## config.mk

```make
export PLATFORM = sky130hd
export DESIGN_NAME = bv_lshr_inv_solver
export DESIGN_NICKNAME = d
export VERILOG_FILES = /design/src/rtl/bv_lshr_inv_solver.sv
export SDC_FILE = /design/constraint.sdc
export NUM_CORES = 1
export LEC_CHECK = 0
export ABC_AREA = 1
export CAP_MARGIN = 20
export CORE_MARGIN = 4
export CORE_UTILIZATION = 53
export DETAILED_ROUTE_END_ITERATION = 10
export DONT_BUFFER_PORTS = 1
export PLACE_DENSITY = 0.77
export SYNTH_ARGS = -nofsm -noshare
export SYNTH_HDL_FRONTEND = slang
export SYNTH_SLANG_ARGS = --single-unit
```

## constraint.sdc

```tcl
create_clock -name clk -period 2 [get_ports clk]
set_input_delay 0.4 -clock clk [delete_from_list [all_inputs] [get_ports clk]]
set_output_delay 0.4 -clock clk [all_outputs]
set_load 0.01 [all_outputs]
```

## src/rtl/bv_lshr_inv_solver.sv

```systemverilog
`default_nettype none
// ============================================================================
// Module   : bv_lshr_inv_solver
// Purpose  : Sequential invertibility solver for logical shift right.
//            Given s and t, finds a witness x with
//              pos=0 : (x >> s) == t
//              pos=1 : (s >> x) == t   (minimal shift amount returned)
//            or reports that no such x exists. Valid/ready request/response.
// Revision : 1.0 - initial release
// ----------------------------------------------------------------------------
// Ports
//   clk, rst    : clock, asynchronous active-high reset
//   in_valid    : request valid            in_ready : high only when idle
//   in_pos      : unknown operand position in_s/in_t: known operand / target
//   out_valid   : result valid, held until out_ready
//   out_sat     : 1 = witness found        out_x    : witness (0 if unsat)
//   busy        : request in flight (searching or holding a result)
// Optional build macro
//   BVINV_STATS_EN : adds saturating 16-bit handshake counters
//                    stat_sat / stat_unsat.
// ============================================================================
module bv_lshr_inv_solver #(
  parameter int WIDTH = 4,
  parameter int CW    = $clog2(WIDTH + 2)
) (
  input  logic             clk,
  input  logic             rst,
  input  logic             in_valid,
  output logic             in_ready,
  input  logic             in_pos,
  input  logic [WIDTH-1:0] in_s,
  input  logic [WIDTH-1:0] in_t,
  output logic             out_valid,
  input  logic             out_ready,
  output logic             out_sat,
  output logic [WIDTH-1:0] out_x,
  output logic             busy
`ifdef BVINV_STATS_EN
  ,
  output logic [15:0]      stat_sat,
  output logic [15:0]      stat_unsat
`endif
);

  typedef enum logic [1:0] {
    ST_IDLE   = 2'd0,
    ST_SEARCH = 2'd1,
    ST_DONE   = 2'd2
  } state_t;

  // Candidate index that stands for "any shift amount >= WIDTH".
  localparam logic [CW-1:0] K_LAST = CW'(WIDTH);

  state_t           state_q, state_d;
  logic             pos_q, pos_d;
  logic [WIDTH-1:0] s_q, s_d;
  logic [WIDTH-1:0] t_q, t_d;
  logic [CW-1:0]    k_q, k_d;
  // Evaluation pipeline register: the shifter result for candidate evk_q is
  // registered, and compared against t in the following cycle. This keeps the
  // barrel shifter and the comparator in separate cycles.
  logic [WIDTH-1:0] ev_q, ev_d;
  logic [CW-1:0]    evk_q, evk_d;
  logic             ev_vld_q, ev_vld_d;
  logic             sat_q, sat_d;
  logic [WIDTH-1:0] x_q, x_d;

  logic [WIDTH-1:0] w_eval;
  logic [WIDTH-1:0] w_cmp;
  logic             w_hit;
  logic             w_issue;

  // Shifter stage. pos=0 builds the single candidate t << s; pos=1 evaluates
  // s >> k, with k == WIDTH meaning a full shift-out.
  always_comb begin
    w_eval = '0;
    if (pos_q) begin
      if (k_q != K_LAST) begin
        w_eval = s_q >> k_q;
      end
    end else begin
      if (int'(s_q) < WIDTH) begin
        w_eval = t_q << s_q;
      end
    end
  end

  // Compare stage. For pos=0 the candidate is verified by shifting it back.
  assign w_cmp   = pos_q ? ev_q : (ev_q >> s_q);
  assign w_hit   = (w_cmp == t_q);
  assign w_issue = pos_q ? (k_q <= K_LAST) : (k_q == '0);

  always_comb begin
    state_d  = state_q;
    pos_d    = pos_q;
    s_d      = s_q;
    t_d      = t_q;
    k_d      = k_q;
    ev_d     = ev_q;
    evk_d    = evk_q;
    ev_vld_d = 1'b0;
    sat_d    = sat_q;
    x_d      = x_q;

    case (state_q)
      ST_IDLE: begin
        if (in_valid) begin
          state_d = ST_SEARCH;
          pos_d   = in_pos;
          s_d     = in_s;
          t_d     = in_t;
          k_d     = '0;
          sat_d   = 1'b0;
          x_d     = '0;
        end
      end

      ST_SEARCH: begin
        if (w_issue) begin
          ev_d     = w_eval;
          evk_d    = k_q;
          ev_vld_d = 1'b1;
          k_d      = k_q + CW'(1);
        end
        if (ev_vld_q) begin
          if (pos_q) begin
            if (w_hit) begin
              state_d = ST_DONE;
              sat_d   = 1'b1;
              x_d     = WIDTH'(evk_q);
            end else if (evk_q == K_LAST) begin
              state_d = ST_DONE;
              sat_d   = 1'b0;
              x_d     = '0;
            end
          end else begin
            state_d = ST_DONE;
            sat_d   = w_hit;
            x_d     = w_hit ? ev_q : '0;
          end
          // A candidate issued in the deciding cycle is speculative; drop it.
          if (state_d == ST_DONE) begin
            ev_vld_d = 1'b0;
          end
        end
      end

      ST_DONE: begin
        if (out_ready) begin
          state_d = ST_IDLE;
          sat_d   = 1'b0;
          x_d     = '0;
        end
      end

      default: begin
        state_d = ST_IDLE;
      end
    endcase
  end

  always_ff @(posedge clk or posedge rst) begin
    if (rst) begin
      state_q  <= ST_IDLE;
      pos_q    <= 1'b0;
      s_q      <= '0;
      t_q      <= '0;
      k_q      <= '0;
      ev_q     <= '0;
      evk_q    <= '0;
      ev_vld_q <= 1'b0;
      sat_q    <= 1'b0;
      x_q      <= '0;
    end else begin
      state_q  <= state_d;
      pos_q    <= pos_d;
      s_q      <= s_d;
      t_q      <= t_d;
      k_q      <= k_d;
      ev_q     <= ev_d;
      evk_q    <= evk_d;
      ev_vld_q <= ev_vld_d;
      sat_q    <= sat_d;
      x_q      <= x_d;
    end
  end

  assign in_ready  = (state_q == ST_IDLE);
  assign out_valid = (state_q == ST_DONE);
  assign busy      = (state_q != ST_IDLE);
  assign out_sat   = sat_q;
  assign out_x     = x_q;

`ifdef BVINV_STATS_EN
  logic [15:0] stat_sat_q;
  logic [15:0] stat_unsat_q;

  always_ff @(posedge clk or posedge rst) begin
    if (rst) begin
      stat_sat_q   <= '0;
      stat_unsat_q <= '0;
    end else if ((state_q == ST_DONE) && out_ready) begin
      if (sat_q) begin
        if (stat_sat_q != 16'hFFFF) begin
          stat_sat_q <= stat_sat_q + 16'd1;
        end
      end else begin
        if (stat_unsat_q != 16'hFFFF) begin
          stat_unsat_q <= stat_unsat_q + 16'd1;
        end
      end
    end
  end

  assign stat_sat   = stat_sat_q;
  assign stat_unsat = stat_unsat_q;
`endif

endmodule
`default_nettype wire

```

==> flow_summary.toml <==
[run_status]
status = "completed"

[synthesis]
synth_cells = 221
synth_seq_area_share_pct = 40.6
ys_warn_count = 0
synth.distinct_cells = 32
synth_area_per_cell_um2 = 7.52
yosysTopAreaCell = "dfrtp_1"
synth_top_area_share_pct = 40.6
ys_top_cells_by_area = "dfrtp_1, nand2_1, o21ai_0"
ys_ff_latch = 27
synth_nets = 236
netlist_area_mm2 = 0.00166

[clock_tree]
clk-insertion-delay-late_ps = 320
clock-sinks = 27
htree_num_levels = 1
cts_tree = "built"
post_cts_resized = 0
clk_pin_slew_ps = 150
cts_made_buffers = 3
cts-root-buf = "clkbuf_4"
cts.path.max_buffers = 2

[cells_and_area]
drive_gt1_share_pct = 18.3
antenna_cells = 0
nets = 240
synthToLayoutAreaGrowth_pct = 5.34
nFillCells = 279

[timing]
setup_ws_ps = 218
period_needed_ps = 1780
skew_ps = 6.00
finalSetupViolations = 0
setup_tns_ps = 0
rsz0062_at_grt = "false"
fmax_mhz = 561
final_max_slew_viol_count = 0
tightest_slew_ps = 363
final-hold-violation-count = 0
fin_crit_sh_pct = 89.1
maxSlewHeadroom_pct = 75.7

[grt]
grt_max_degree = 28
overflow = 0
grtUsageTotal_pct = 17.7
grt_pass1_vias = 1279
antenna_found_initial = 0
grt_pass1_wl_um = 5780

[setup_path]
end_kind = "flip-flop"
slowest_delay_ps = 590
rr_worst_depth = 13
crit_path_top_delay_cell = "dfrtp_1"
cp.arrival_ps = 2010
start_kind = "flip-flop"
crit_chain = "clkinv_4 > nand3_2 > inv_2 > nand2_2 > nand2_2 > nand2_2 > nand2_2 > nor2_4 > nand3_4 > nand3_4 > nand2_2 > nand2_1 > nand2_1"
cp_max_fo = 10
crit_required_ps = 2230
cp_common_cell = "nand2_2"
path_class = "reg -> reg"

[routing]
vias = 1392
drtPass1Iterations = 7
drcViolationCount = 0
drtIter0Drc = 93
wl_per_cell_um = 12.0
routed_via_density = 5.19
antenna_left = 0
routed_wl_um = 3210

[floorplan]
initial_core_util_pct = 54.9
core_area_mm2 = 0.00303
die_area_mm2 = 0.00410
rows = 20
ios = 21
die_height_um = 64.0
die_width_um = 64.0

[pwr]
power_density_mw_per_mm2 = 1670
leakage_nw = 0.841
peakVddDrop_mv = 0.658
totalPowerFinal_mw = 2.93

[hold_path]
hold_depth = 2
hold_path_class = "in -> reg"

[placement]
hpwl_um = 2520
port_buffers = 0
dp_slack_ps = 230
place_congestion = 0.908

[flow_run]
drv_cap = 0
what timing repair did:
action,4_1_cts,5_1_grt
hold buffers,1,0
hold endpoints to repair,1,0
setup buffers,0,0
layer usage:
layer / vias to the layer above / track usage, % / wire (um)
li1: 729 / - / -
met1: 636 / 24.6 / 1610
met2: 25 / 28.0 / 1430
met3: 2 / 3.34 / 150
met4: 0 / 4.85 / 21
met5: - / 0 / 0
cell usage after synthesis (all sizes together):
library cell   n
o21ai         26
nor3           1
inv           28
a21oi          5
clkbuf         2
o211ai         2
dfrtp         27
nand3b         1
or2            1
nand2         71
nor2          17
ha             2
nand4          6
clkinv         1
a22oi          1
nor4           1
buf            4
o31ai          1
xor2           1
a32oi          1
nand3         20
a31oi          2
placed cells by master, fill, tap and decap left out, types with 6 or more instances in the layout:
| master | count |
|---|---|
| dfrtp_1 | 27 |
| inv_1 | 21 |
| inv_2 | 7 |
| nand2_1 | 59 |
| nand2_2 | 12 |
| nand3_1 | 15 |
| nand4_1 | 6 |
| nor2_1 | 11 |
| o21ai_0 | 25 |
registers in the layout, summed over array words and instances, names as in the netlist:
signal,count
k_q,3
out_sat,1
s_q,4
ev_q,4
evk_q,3
ev_vld_q,1
state_q,2
out_x,4
pos_q,1
t_q,4
power breakdown:
| group | total [mW] | leakage, nW | internal [mW] | switching, mW |
|---|---|---|---|---|
| combinational | 1.62 | 0.479 | 0.553 | 1.07 |
| clock | 0.244 | 0.0139 | 0.0764 | 0.168 |
| sequential | 1.06 | 0.348 | 0.774 | 0.287 |
| total | 2.93 | 0.841 | 1.40 | 1.52 |
cell type report:
type	instances	area, um2	share of cell area, %
Tap cell	44	55.1	3.14
Clock buffer	3	22.5	1.29
Multi-Input combinational cell	159	837	47.8
Clock inverter	1	7.51	0.429
Inverter	29	114	6.50
Timing Repair Buffer	5	40.0	2.29
Sequential cell	27	676	38.6
path summary, 6_finish.rpt:
path                           from        to  slack [ps]
setup reg to reg             s_q[0]  out_x[2]         220
setup / recovery             s_q[0]  out_x[2]         220
max in group asynchronous       rst    t_q[1]        1190
hold reg to reg            ev_vld_q  ev_vld_q         490
min in group asynchronous       rst  out_x[3]         560
hold / removal              in_t[1]    t_q[1]         180
through the flow:
stage               hold WS [ps]  instance area (um2)  util [%]  cells
finish                       180                 1750      57.9    268
global route                 174                 1750      57.9    268
CTS                          164                 1750      57.9    268
detailed placement           373                 1710      56.5    263
global placement             374                 1710      56.5    263
floorplan                    446                 1660         -    221
logic make-up (layout without fill, tap and decap cells):
kind of cell / count (synthesis) / in the layout / share of synthesized area [%]
flip-flops: 27 / 27 / 40.6
AO/OA/AOI/OAI: 38 / 38 / 12.6
AND/OR/NAND/NOR: 118 / 118 / 35.7
buffers and inverters: 35 / 38 / 9.03
XOR/XNOR: 1 / 1 / 0.527
adder cells (fa/ha/maj): 2 / 2 / 1.50
critical path, delay by kind of cell, from the launching register on:
| kind | cells | cell delay, ps |
|---|---|---|
| simple gates | 11 | 910 |
| buf+inv | 2 | 190 |
| flops | 1 | 590 |
(Power assumes the default switching activity.)
